==> src/rtl/nest_chk_pkg.sv <==
// Shared types and constants for the keyword nesting checker.
// Optional build macro: TAB_DELIM_EN (TAB/LF/CR count as delimiters).
package nest_chk_pkg;

    localparam logic KIND_BLOCK = 1'b0;
    localparam logic KIND_FORK  = 1'b1;

    localparam logic [2:0] LEN_BEGIN = 3'd5;
    localparam logic [2:0] LEN_END   = 3'd3;
    localparam logic [2:0] LEN_FORK  = 3'd4;
    localparam logic [2:0] LEN_JOIN  = 3'd4;
    localparam logic [2:0] POS_JUNK  = 3'd6;

    localparam logic [7:0] ASCII_SP       = 8'h20;
    localparam logic [7:0] ASCII_TAB      = 8'h09;
    localparam logic [7:0] ASCII_LF       = 8'h0A;
    localparam logic [7:0] ASCII_CR       = 8'h0D;
    localparam logic [7:0] ASCII_CASE_BIT = 8'h20;

    typedef enum logic [2:0] {
        KW_NONE,
        KW_BEGIN,
        KW_END,
        KW_FORK,
        KW_JOIN
    } kw_t;

    function automatic logic kw_kind(input kw_t kw);
        return (kw == KW_FORK || kw == KW_JOIN) ? KIND_FORK : KIND_BLOCK;
    endfunction

    function automatic logic kw_opens(input kw_t kw);
        return (kw == KW_BEGIN || kw == KW_FORK);
    endfunction

    function automatic logic kw_closes(input kw_t kw);
        return (kw == KW_END || kw == KW_JOIN);
    endfunction

endpackage

==> src/rtl/nest_kw_matcher.sv <==
// Case-insensitive keyword matcher: tracks position within the current
// token and one alive bit per keyword.
// Optional build macro: TAB_DELIM_EN.
//
//   state  | meaning
//   DELIM  | pos 0: between tokens, nothing pending
//   MATCH  | pos 1..5: token in progress, alive bits still narrowing
//   JUNK   | pos 6: token too long for any keyword
module nest_kw_matcher
    import nest_chk_pkg::*;
(
    input  logic       clk,
    input  logic       reset,
    input  logic       in_valid,
    input  logic [7:0] ch,
    output logic       is_delim,
    output kw_t        kw_pend,
    output kw_t        kw_next
);

`ifdef TAB_DELIM_EN
    localparam logic CTRL_DELIM_EN = 1'b1;
`else
    localparam logic CTRL_DELIM_EN = 1'b0;
`endif

    // alive bit order: 0 begin, 1 end, 2 fork, 3 join
    logic [2:0] pos_q, pos_d;
    logic [3:0] alive_q, alive_d;
    logic [3:0] hit;
    logic [7:0] lc;
    logic       ctrl_delim;

    function automatic logic [7:0] exp_char(input logic [1:0] k, input logic [2:0] p);
        logic [7:0] r;
        r = 8'h00;
        case (k)
            2'd0: case (p)
                3'd0: r = "b";
                3'd1: r = "e";
                3'd2: r = "g";
                3'd3: r = "i";
                3'd4: r = "n";
                default: r = 8'h00;
            endcase
            2'd1: case (p)
                3'd0: r = "e";
                3'd1: r = "n";
                3'd2: r = "d";
                default: r = 8'h00;
            endcase
            2'd2: case (p)
                3'd0: r = "f";
                3'd1: r = "o";
                3'd2: r = "r";
                3'd3: r = "k";
                default: r = 8'h00;
            endcase
            default: case (p)
                3'd0: r = "j";
                3'd1: r = "o";
                3'd2: r = "i";
                3'd3: r = "n";
                default: r = 8'h00;
            endcase
        endcase
        return r;
    endfunction

    function automatic kw_t decode(input logic [2:0] p, input logic [3:0] a);
        kw_t kw;
        kw = KW_NONE;
        if (a[0] && p == LEN_BEGIN)      kw = KW_BEGIN;
        else if (a[1] && p == LEN_END)   kw = KW_END;
        else if (a[2] && p == LEN_FORK)  kw = KW_FORK;
        else if (a[3] && p == LEN_JOIN)  kw = KW_JOIN;
        return kw;
    endfunction

    // Delimiter detection on the raw character.
    always_comb begin
        ctrl_delim = (ch == ASCII_TAB) || (ch == ASCII_LF) || (ch == ASCII_CR);
        is_delim   = (ch == ASCII_SP) || (CTRL_DELIM_EN && ctrl_delim);
    end

    // Next matcher state; a delimiter returns to DELIM, otherwise narrow alive bits.
    always_comb begin
        lc  = ch | ASCII_CASE_BIT;
        hit = '0;
        for (int k = 0; k < 4; k++) begin
            hit[k] = (lc == exp_char(2'(k), pos_q));
        end
        pos_d   = pos_q;
        alive_d = alive_q;
        if (in_valid) begin
            if (is_delim) begin
                pos_d   = 3'd0;
                alive_d = 4'h0;
            end else begin
                alive_d = ((pos_q == 3'd0) ? 4'hF : alive_q) & hit;
                pos_d   = (pos_q == POS_JUNK) ? POS_JUNK : pos_q + 3'd1;
            end
        end
        kw_pend = decode(pos_q, alive_q);
        kw_next = decode(pos_d, alive_d);
    end

    // Matcher state registers.
    always_ff @(posedge clk or posedge reset) begin
        if (reset) begin
            pos_q   <= 3'd0;
            alive_q <= 4'h0;
        end else begin
            pos_q   <= pos_d;
            alive_q <= alive_d;
        end
    end

endmodule

==> config.mk <==
export PLATFORM = sky130hd
export DESIGN_NAME = nest_kw_matcher
export DESIGN_NICKNAME = d
export VERILOG_FILES = /design/src/rtl/nest_chk_pkg.sv /design/src/rtl/nest_kw_matcher.sv
export SDC_FILE = /design/constraint.sdc
export NUM_CORES = 1
export LEC_CHECK = 0
export CAP_MARGIN = 15
export CELL_PAD_IN_SITES_DETAIL_PLACEMENT = 1
export CELL_PAD_IN_SITES_GLOBAL_PLACEMENT = 1
export CORE_MARGIN = 2
export CORE_UTILIZATION = 38
export CTS_CLUSTER_SIZE = 40
export DETAILED_ROUTE_END_ITERATION = 8
export GPL_ROUTABILITY_DRIVEN = 0
export GPL_TIMING_DRIVEN = 0
export PLACE_DENSITY_LB_ADDON = 0.1
export SLEW_MARGIN = 15
export SYNTH_ARGS = -nofsm -noshare
export SYNTH_HDL_FRONTEND = slang
export SYNTH_SLANG_ARGS = --single-unit
export TNS_END_PERCENT = 5
==> constraint.sdc <==
create_clock -name clk -period 3.06 [get_ports clk]
set_input_delay 0.612 -clock clk [delete_from_list [all_inputs] [get_ports clk]]
set_output_delay 0.612 -clock clk [all_outputs]
set_load 0.02 [all_outputs]
=== Word level (Yosys, flattened, before mapping) ===
Index checks and enable logic that the tools add are counted.

* Bits in writable memories: 0
* ROM bits: 0
* Latch bits: 0
* Register bits: 7
* Memories kept: 0
* Logic and storage cells: 45
* Output and inout port bits: 7

* Reductions and logical operators: 9
* $lt $le $gt $ge: 0
* Shift operators: 0
* $add $sub $neg: 1
* Multiply operators: 0
* Div/mod/pow operators: 0
* Muxes and demuxes: 18
* Bitwise gates (word level): 1
* Equal/unequal tests: 14

{| class="wikitable"
|+ Operators with widths
! kind !! number
|-
| case mux 7 bit (4 select lines) || 2
|-
| case mux 7 bit (5 select lines) || 1
|-
| 2-to-1 mux 3 bit || 11
|-
| == test 8 bit || 4
|-
| case mux 7 bit (3 select lines) || 1
|-
| == test 3 bit (second input constant) || 5
|-
| 2-to-1 mux 4 bit || 3
|-
| == test 3 x 2 -> 1 bit (second input constant) || 3
|-
| == test 8 x 6 -> 1 bit (second input constant) || 1
|-
| logical AND 1 bit || 8
|-
| bitwise AND 4 bit || 1
|-
| adder 3 x 1 -> 3 bit (second input constant) || 1
|-
| == test 3 x 1 -> 1 bit (second input constant) || 1
|-
| zero test 3 bit || 1
|}

=== Longest topological paths before layout ===
Gate-level depths: netlist of the first run.

* Depth in word-level cells: 11
* Depth in mapped cells: 8
* Depth with buffers taken out: 7

=== Worst setup path after synthesis of the first run ===
No wires, ideal clock.

* Path kind: register to output
* From: reg pos_q[1]
* To: out kw_next[0]
* Slack: 360 ps
* Stages on the path, launching flop included: 8
* Data arrival time: 2,088 ps
* Data required time: 2,448 ps
* Path buffers: 1
* Path through: dfrtp_1 inv_1 ha_1 buf_2 or2_1 o31ai_1 a32oi_2 a211oi_1

* Cells in the longest elaborated chain, start to end: 10
* Elaborated cells on any way between the ends: 29

{| class="wikitable"
|+ RTL lines
! element !! RTL line !! source
|-
| from (decl) || nest_kw_matcher.sv:28 || <nowiki>logic [2:0] pos_q, pos_d;</nowiki>
|-
| from (signal assigned) || nest_kw_matcher.sv:114 || <nowiki>pos_q <= pos_d;</nowiki>
|-
| == test 3 x 2 -> 1 bit (tied with other cells) || nest_kw_matcher.sv:38, nest_kw_matcher.sv:52 ||
|-
| case mux 7 bit (4 select lines) || nest_kw_matcher.sv:52 || <nowiki>2'd2: case (p)</nowiki>
|-
| == test 8 bit || nest_kw_matcher.sv:91 || <nowiki>hit[k] = (lc == exp_char(2'(k), pos_q));</nowiki>
|-
| bitwise AND 4 bit || nest_kw_matcher.sv:100 || <nowiki>alive_d = ((pos_q == 3'd0) ? 4'hF : alive_q) & hit;</nowiki>
|-
| 2-to-1 mux 4 bit || nest_kw_matcher.sv:96 || <nowiki>if (is_delim) begin</nowiki>
|-
| 2-to-1 mux 4 bit || nest_kw_matcher.sv:95 || <nowiki>if (in_valid) begin</nowiki>
|-
| logical AND 1 bit || nest_kw_matcher.sv:75 || <nowiki>else if (a[2] && p == LEN_FORK) kw = KW_FORK;</nowiki>
|-
| 2-to-1 mux 3 bit || nest_kw_matcher.sv:75 ||
|-
| 2-to-1 mux 3 bit || nest_kw_matcher.sv:74 || <nowiki>else if (a[1] && p == LEN_END) kw = KW_END;</nowiki>
|-
| 2-to-1 mux 3 bit (*) || nest_kw_matcher.sv:73 || <nowiki>if (a[0] && p == LEN_BEGIN) kw = KW_BEGIN;</nowiki>
|-
| to (decl) || nest_kw_matcher.sv:18 || <nowiki>output kw_t kw_next</nowiki>
|}

Mark *: on every way between the ends. The rest lies on a longest branch, timed or not.

=== Worst setup path after layout of the first run ===
* From: reg pos_q[1]
* To: out kw_next[2]

* Cells in the longest elaborated chain, start to end: 11
* Elaborated cells on any way between the ends: 33

{| class="wikitable"
|+ RTL lines
! element !! RTL line !! source
|-
| == test 3 x 2 -> 1 bit (tied with other cells) || nest_kw_matcher.sv:38, nest_kw_matcher.sv:52, nest_kw_matcher.sv:59 ||
|-
| case mux 7 bit (4 select lines) || nest_kw_matcher.sv:59 || <nowiki>default: case (p)</nowiki>
|-
| == test 8 bit || nest_kw_matcher.sv:91 ||
|-
| bitwise AND 4 bit || nest_kw_matcher.sv:100 ||
|-
| 2-to-1 mux 4 bit || nest_kw_matcher.sv:96 ||
|-
| 2-to-1 mux 4 bit || nest_kw_matcher.sv:95 ||
|-
| logical AND 1 bit || nest_kw_matcher.sv:76 || <nowiki>else if (a[3] && p == LEN_JOIN) kw = KW_JOIN;</nowiki>
|-
| 2-to-1 mux 3 bit || nest_kw_matcher.sv:76 ||
|-
| 2-to-1 mux 3 bit || nest_kw_matcher.sv:75 ||
|-
| 2-to-1 mux 3 bit || nest_kw_matcher.sv:74 ||
|-
| 2-to-1 mux 3 bit (*) || nest_kw_matcher.sv:73 ||
|}

Marked as above.

==> results of run 1 <==
[per-layer routing]
metal	track usage	vias up
met5	0	-
met4	0.100	0
met3	0.0301	2
met2	0.347	20
met1	0.272	498
li1	-	467
[how the worst max path moves through the flow]
stage               startpoint    endpoint  slack [ns]
floorplan             pos_q[1]  kw_next[0]        0.36
global placement         ch[4]  kw_next[1]       -0.47
detailed placement       ch[4]  kw_next[1]       -0.47
CTS                      ch[4]  kw_next[1]       -0.06
global route          pos_q[1]  kw_next[2]       -0.03
finish                pos_q[1]  kw_next[2]        0.08
[per-stage QoR]
stage,hold slack [ns],std cells,total power (W),area (um^2),TNS [ns]
2_1_floorplan,0.415,115,0.000572,977,0
3_3_place_gp,0.588,158,0.000688,1140,-1.31
3_5_place_dp,0.582,158,0.000709,1140,-1.34
4_1_cts,0.579,163,0.000799,1180,-0.0626
5_1_grt,0.595,164,0.000917,1240,-0.0526
6_report,0.576,164,0.000840,1240,0
[critical path: stages, from the launching register on]
cell and delay [ns]:
dfrtp_2 0.44, ha_2 0.21, ha_4 0.19, or4_4 0.48, o2111a_1 0.16, a32oi_2 0.30
and3b_1 0.20, buf_4 0.13
[state kept, by name (all words and copies together), names as in the netlist]
| signal | cells |
|---|---|
| alive_q | 4 |
| pos_q | 3 |
[power by group]
group | internal [W] | total, W | leakage (nW) | switching, W
logic | 0.000264 | 0.000604 | 0.450 | 0.000340
registers | 0.000116 | 0.000155 | 0.0896 | 0.0000382
clock network | 0.0000496 | 0.0000819 | 0.0150 | 0.0000323
[cells by family after synthesis]
group           Yosys count
simple gates             45
compound gates           33
buf+inv                  17
flops                     7
fa+ha+maj                 6
xor+xnor                  5
mux                       2
[layout make-up]
class | instances | area share
Multi-Input combinational cell | 91 | 0.621
Sequential cell | 7 | 0.144
Timing Repair Buffer | 15 | 0.109
Buffer | 8 | 0.0465
Tap cell | 30 | 0.0303
Inverter | 9 | 0.0283
Clock buffer | 4 | 0.0212
[Yosys cell counts (2+ instances only)]
master and n:
nand2_1 5, nand3_2 2, nor2_1 10, o21a_1 2
nor3_1 4, xnor2_1 4, nor4b_1 2, inv_1 7
nand3b_1 2, nor2b_1 2, a31oi_1 2, o21ai_0 3
buf_6 2, o2bb2ai_1 2, a21oi_1 7, mux2i_1 2
ha_1 6, and3_1 3, dfrtp_1 7, buf_2 6
nand3_1 3, nor3b_1 2
[timing repair]
item                                    CTS  global route
resized for setup                        19            15
buffers inserted                          1             1
pin swaps                                 2             2
endpoints found under the setup margin    3             4
endpoints found under the hold margin     0             0
==> flow_summary.json, run 1 <==
{
  "synthMuxAreaShare": 0.0205,
  "hp-class": "reg -> reg",
  "setup_viol": 0,
  "rsz0062_at_grt": "true",
  "synth_ff_type": "dfrtp_1",
  "synth.top_cell.area_share": 0.179,
  "dp_hpwl_um": 2180,
  "antennaDiodeCount": 0,
  "syn_area_per_cell_um2": 8.50,
  "synth-edff-count": 0,
  "grt_usage": 0.212,
  "power.density_nw_per_um2": 679,
  "irDropWorstVdd_uv": 407,
  "route.detailed.drc": 0,
  "clk_latency_ns": 0.25,
  "tightestPinTransition_ns": 0.384,
  "hold_violations": 0,
  "synth-compound-area-share": 0.298,
  "synth_top_family_by_area": "compound AO/OA/AOI/OAI gates",
  "hold_depth": 2,
  "dieArea_um2": 2990,
  "yosysSeqAreaShare": 0.179,
  "dieHeight_um": 54.7,
  "fin_util": 0.504,
  "post-route-min-period_ns": 2.98,
  "clock_sinks": 7,
  "maxSlewViolCount": 0,
  "io_pins": 18,
  "met2_length_um": 1450,
  "syn_inst": 115,
  "synth_seq_cells": 7,
  "final_common_cell": "nor2_1",
  "cts_tree": "done",
  "core.rowCount": 18,
  "clkTransAtPathRegs_ns": 0.05,
  "wl_met3_um": 68,
  "final_antenna_net_count": 0,
  "wire_per_inst_um": 17.1,
  "r2r_start": "pos_q[1]",
  "reg2reg_depth": 8,
  "cts.path.max_buffers": 2,
  "die_w_um": 54.7,
  "initial_core_util": 0.398,
  "route.layer.met1.wl_um": 1280,
  "grt_pass1_vias": 955,
  "min_to": "pos_q[1]",
  "synth_area_um2": 977,
  "core_um2": 2450,
  "max_freq_mhz": 335,
  "viasPerCell": 6.02,
  "maxCapViolations": 0,
  "final_cell_mix": "nor2_1, a21oi_1, inv_1",
  "htreeDepth": 1,
  "multi_input_area_um2": 768,
  "r2r_end": "alive_q[2]",
  "outcome": "completed",
  "required_ns": 2.45,
  "cellLeakagePower_nw": 0.555,
  "skew_ns": 0.00198,
  "grt_overflow_total": 0,
  "ys_top_cells_by_area": "dfrtp_1, ha_1, nor2_1, a21oi_1, xnor2_1",
  "nFillCells": 298,
  "nets": 152,
  "grt_antenna_before_repair": 0,
  "grt_max_degree": 11,
  "critPathCaptureType": "output pin",
  "dpl_worst_slack_ns": -0.475,
  "synth-simple-area-share": 0.291,
  "max_slew_margin": 0.741,
  "critPathArrivalTime_ns": 2.37,
  "critPathLaunchType": "flop",
  "drive_gt1_frac": 0.291,
  "syn_nets": 132,
  "crit_type": "reg -> out",
  "yosys.area.top_type": "dfrtp_1",
  "wl_um": 2810,
  "hold_start": "pos_q[1]",
  "first_pass_iters": 4,
  "vias": 987,
  "final-seq-area_um2": 178,
  "highest_layer": "met4",
  "first_iter_violations": 8,
  "synthArstFlopShare": 1.00,
  "yosys.area_share.adder": 0.0768,
  "grt_pass1_wl_um": 4550,
  "port_buffers": 13,
  "clock-root-buffer": "clkbuf_4",
  "ys_types": 52,
  "setup_slack_ns": 0.0753,
  "r2r_slack_ns": 0.90,
  "yosys_warnings": 0,
  "area_growth_pct": 26.6,
  "cts_buffers": 3,
  "finalCritPeriodShare": 0.975,
  "synth_xor_area_frac": 0.0448,
  "postCtsHoldBufs": 0,
  "crit_fanout": 6
}
(Power assumes the default switching activity.)
==> run 2: changes to the inputs <==
--- a/config.mk
+++ b/config.mk
@@ -13,9 +13,9 @@
 export CTS_CLUSTER_SIZE = 40
 export DETAILED_ROUTE_END_ITERATION = 8
 export GPL_ROUTABILITY_DRIVEN = 0
-export GPL_TIMING_DRIVEN = 0
+export GPL_TIMING_DRIVEN = 1
 export PLACE_DENSITY_LB_ADDON = 0.1
-export SLEW_MARGIN = 15
+export SLEW_MARGIN = 20
 export SYNTH_ARGS = -nofsm -noshare
 export SYNTH_HDL_FRONTEND = slang
 export SYNTH_SLANG_ARGS = --single-unit
==> run 2 against run 1 <==
- non-clock buffer count is 28 higher
- largest cell class unchanged
- die area is the same
- critical path type unchanged
- design area up 18%
- sequential share of layout area decreased by 2.4 points
- via count up 8.6%
- flip-flop and latch count did not move
- power increased by 15%
- critical endpoint unchanged
- final cell count up 17%
==> flow_summary.json, run 2 (same netlist as run 1, synthesis figures left out) <==
{
  "outcome": "completed",
  "max_freq_mhz": 335,
  "max_slew_margin": 0.786,
  "first_pass_iters": 4,
  "grt_overflow_total": 0,
  "nFillCells": 294,
  "power_w": 0.000964,
  "wire_per_inst_um": 17.2,
  "largestRegisters": "alive_q (4), pos_q (3)",
  "io_pins": 18,
  "postCtsHoldBufs": 0,
  "largest-register": "alive_q",
  "maxSlewViolCount": 0,
  "drive_gt1_frac": 0.383,
  "setup_viol": 0,
  "grt_pass1_wl_um": 5080,
  "nets": 180,
  "core_um2": 2450,
  "final_common_cell": "buf_4",
  "tightestPinTransition_ns": 0.316,
  "hold_violations": 0,
  "htreeDepth": 1,
  "clock-root-buffer": "clkbuf_4",
  "dieArea_um2": 2990,
  "final_cell_mix": "buf_4, nor2_1, clkdlybuf4s50_1",
  "skew_ns": 0.000730,
  "comb_power_share": 0.773,
  "power.density_nw_per_um2": 658,
  "required_ns": 2.45,
  "critPathLaunchType": "flop",
  "cellLeakagePower_nw": 0.702,
  "seqPwrFrac": 0.138,
  "cts.path.max_buffers": 2,
  "die_w_um": 54.7,
  "core.rowCount": 18,
  "p_clk_frac": 0.090,
  "p_int_w": 0.000522,
  "switching_share": 0.458,
  "post-route-min-period_ns": 2.99,
  "route.detailed.drc": 0,
  "maxCapViolations": 0,
  "grt_usage": 0.236,
  "final_antenna_net_count": 0,
  "cts_buffers": 3,
  "initial_core_util": 0.398,
  "crit_fanout": 4,
  "clock_sinks": 7,
  "hp-class": "reg -> reg",
  "vias": 1072,
  "clk_latency_ns": 0.25,
  "antennaDiodeCount": 0,
  "area_growth_pct": 49.9,
  "p_sw_w": 0.000442,
  "final-seq-area_um2": 175,
  "setup_slack_ns": 0.0727,
  "post-place-cells": 184,
  "dpl_worst_slack_ns": -0.420,
  "viasPerCell": 5.58,
  "dp_hpwl_um": 2560,
  "grt_antenna_before_repair": 0,
  "port_buffers": 17,
  "largest_reg_flops": 4,
  "multi_input_area_um2": 752,
  "irDropWorstVdd_uv": 482,
  "wl_um": 3310,
  "cts_tree": "done",
  "critPathCaptureType": "output pin",
  "grt_pass1_vias": 1073,
  "crit_type": "reg -> out",
  "first_iter_violations": 9,
  "grt_max_degree": 13,
  "finalCritPeriodShare": 0.976,
  "critPathArrivalTime_ns": 2.38,
  "final_cell_count_no_fill": 192,
  "dieHeight_um": 54.7,
  "clkTransAtPathRegs_ns": 0.05
}
## run 2: changes by cell type in the layout (fill, tap and decap cells not counted), sizes merged
cell | before | now
buf | 12 | 38
clkinv | 1 | 0
inv | 8 | 9
clkbuf | 5 | 4
dlymetal6s2s | 2 | 3
clkdlybuf4s50 | 6 | 8
## run 2: worst paths after layout
check / startpoint / endpoint / slack [ns] / depth (start not counted)
max: pos_q[0] / kw_next[2] / 0.07 / 7
min: alive_q[1] / alive_q[1] / 0.58 / 1
max reg2reg: pos_q[0] / alive_q[2] / 1.00 / 7
min reg2reg: alive_q[1] / alive_q[1] / 0.58 / 1
max in group asynchronous: reset / pos_q[1] / 2.25 / 2
min in group asynchronous: reset / alive_q[3] / 0.59 / 2
## run 2: final cells by class
| type | count | share of cell area |
|---|---|---|
| Tap cell | 30 | 0.0256 |
| Multi-Input combinational cell | 91 | 0.513 |
| Inverter | 9 | 0.0248 |
| Timing Repair Buffer | 51 | 0.299 |
| Clock buffer | 4 | 0.0179 |
| Sequential cell | 7 | 0.120 |
## run 2: timing repair
action,CTS,global route
pin swaps,1,6
gates resized for setup,19,15
setup buffers,1,3
endpoints found under the setup margin,5,3
## run 2: per-layer routing
metal  track usage  vias up  wire [um]
met5             0        -          0
met4        0.0792        0         39
met3        0.0164        6         76
met2         0.415       20       1710
met1         0.300      528       1480
li1              -      518          -
## run 2: metrics by stage
stage                util  hold WS, ns  area, um^2  setup TNS [ns]
floorplan               -        0.415         977               0
global placement    0.553        0.564        1360           -1.08
detailed placement  0.553        0.591        1360           -1.19
CTS                 0.564        0.590        1390               0
global route        0.597        0.589        1470         -0.0181
finish              0.597        0.576        1470               0
## run 2: power by group through the flow
stage	logic, W	clock network (W)	registers [W]
2_1_floorplan	0.000432	0	0.000140
3_3_place_gp	0.000682	0	0.000133
3_5_place_dp	0.000707	0	0.000134
4_1_cts	0.000712	0.0000906	0.000133
5_1_grt	0.000807	0.0000931	0.000136
6_report	0.000745	0.0000863	0.000133
## run 2: worst max-delay path, cell delays in order (launching register included)
cell and delay, ns:
dfrtp_1 0.41, ha_2 0.21, ha_2 0.18, or4_4 0.48, o2111a_1 0.16, a32oi_2 0.32, and3b_1 0.23, buf_6 0.12
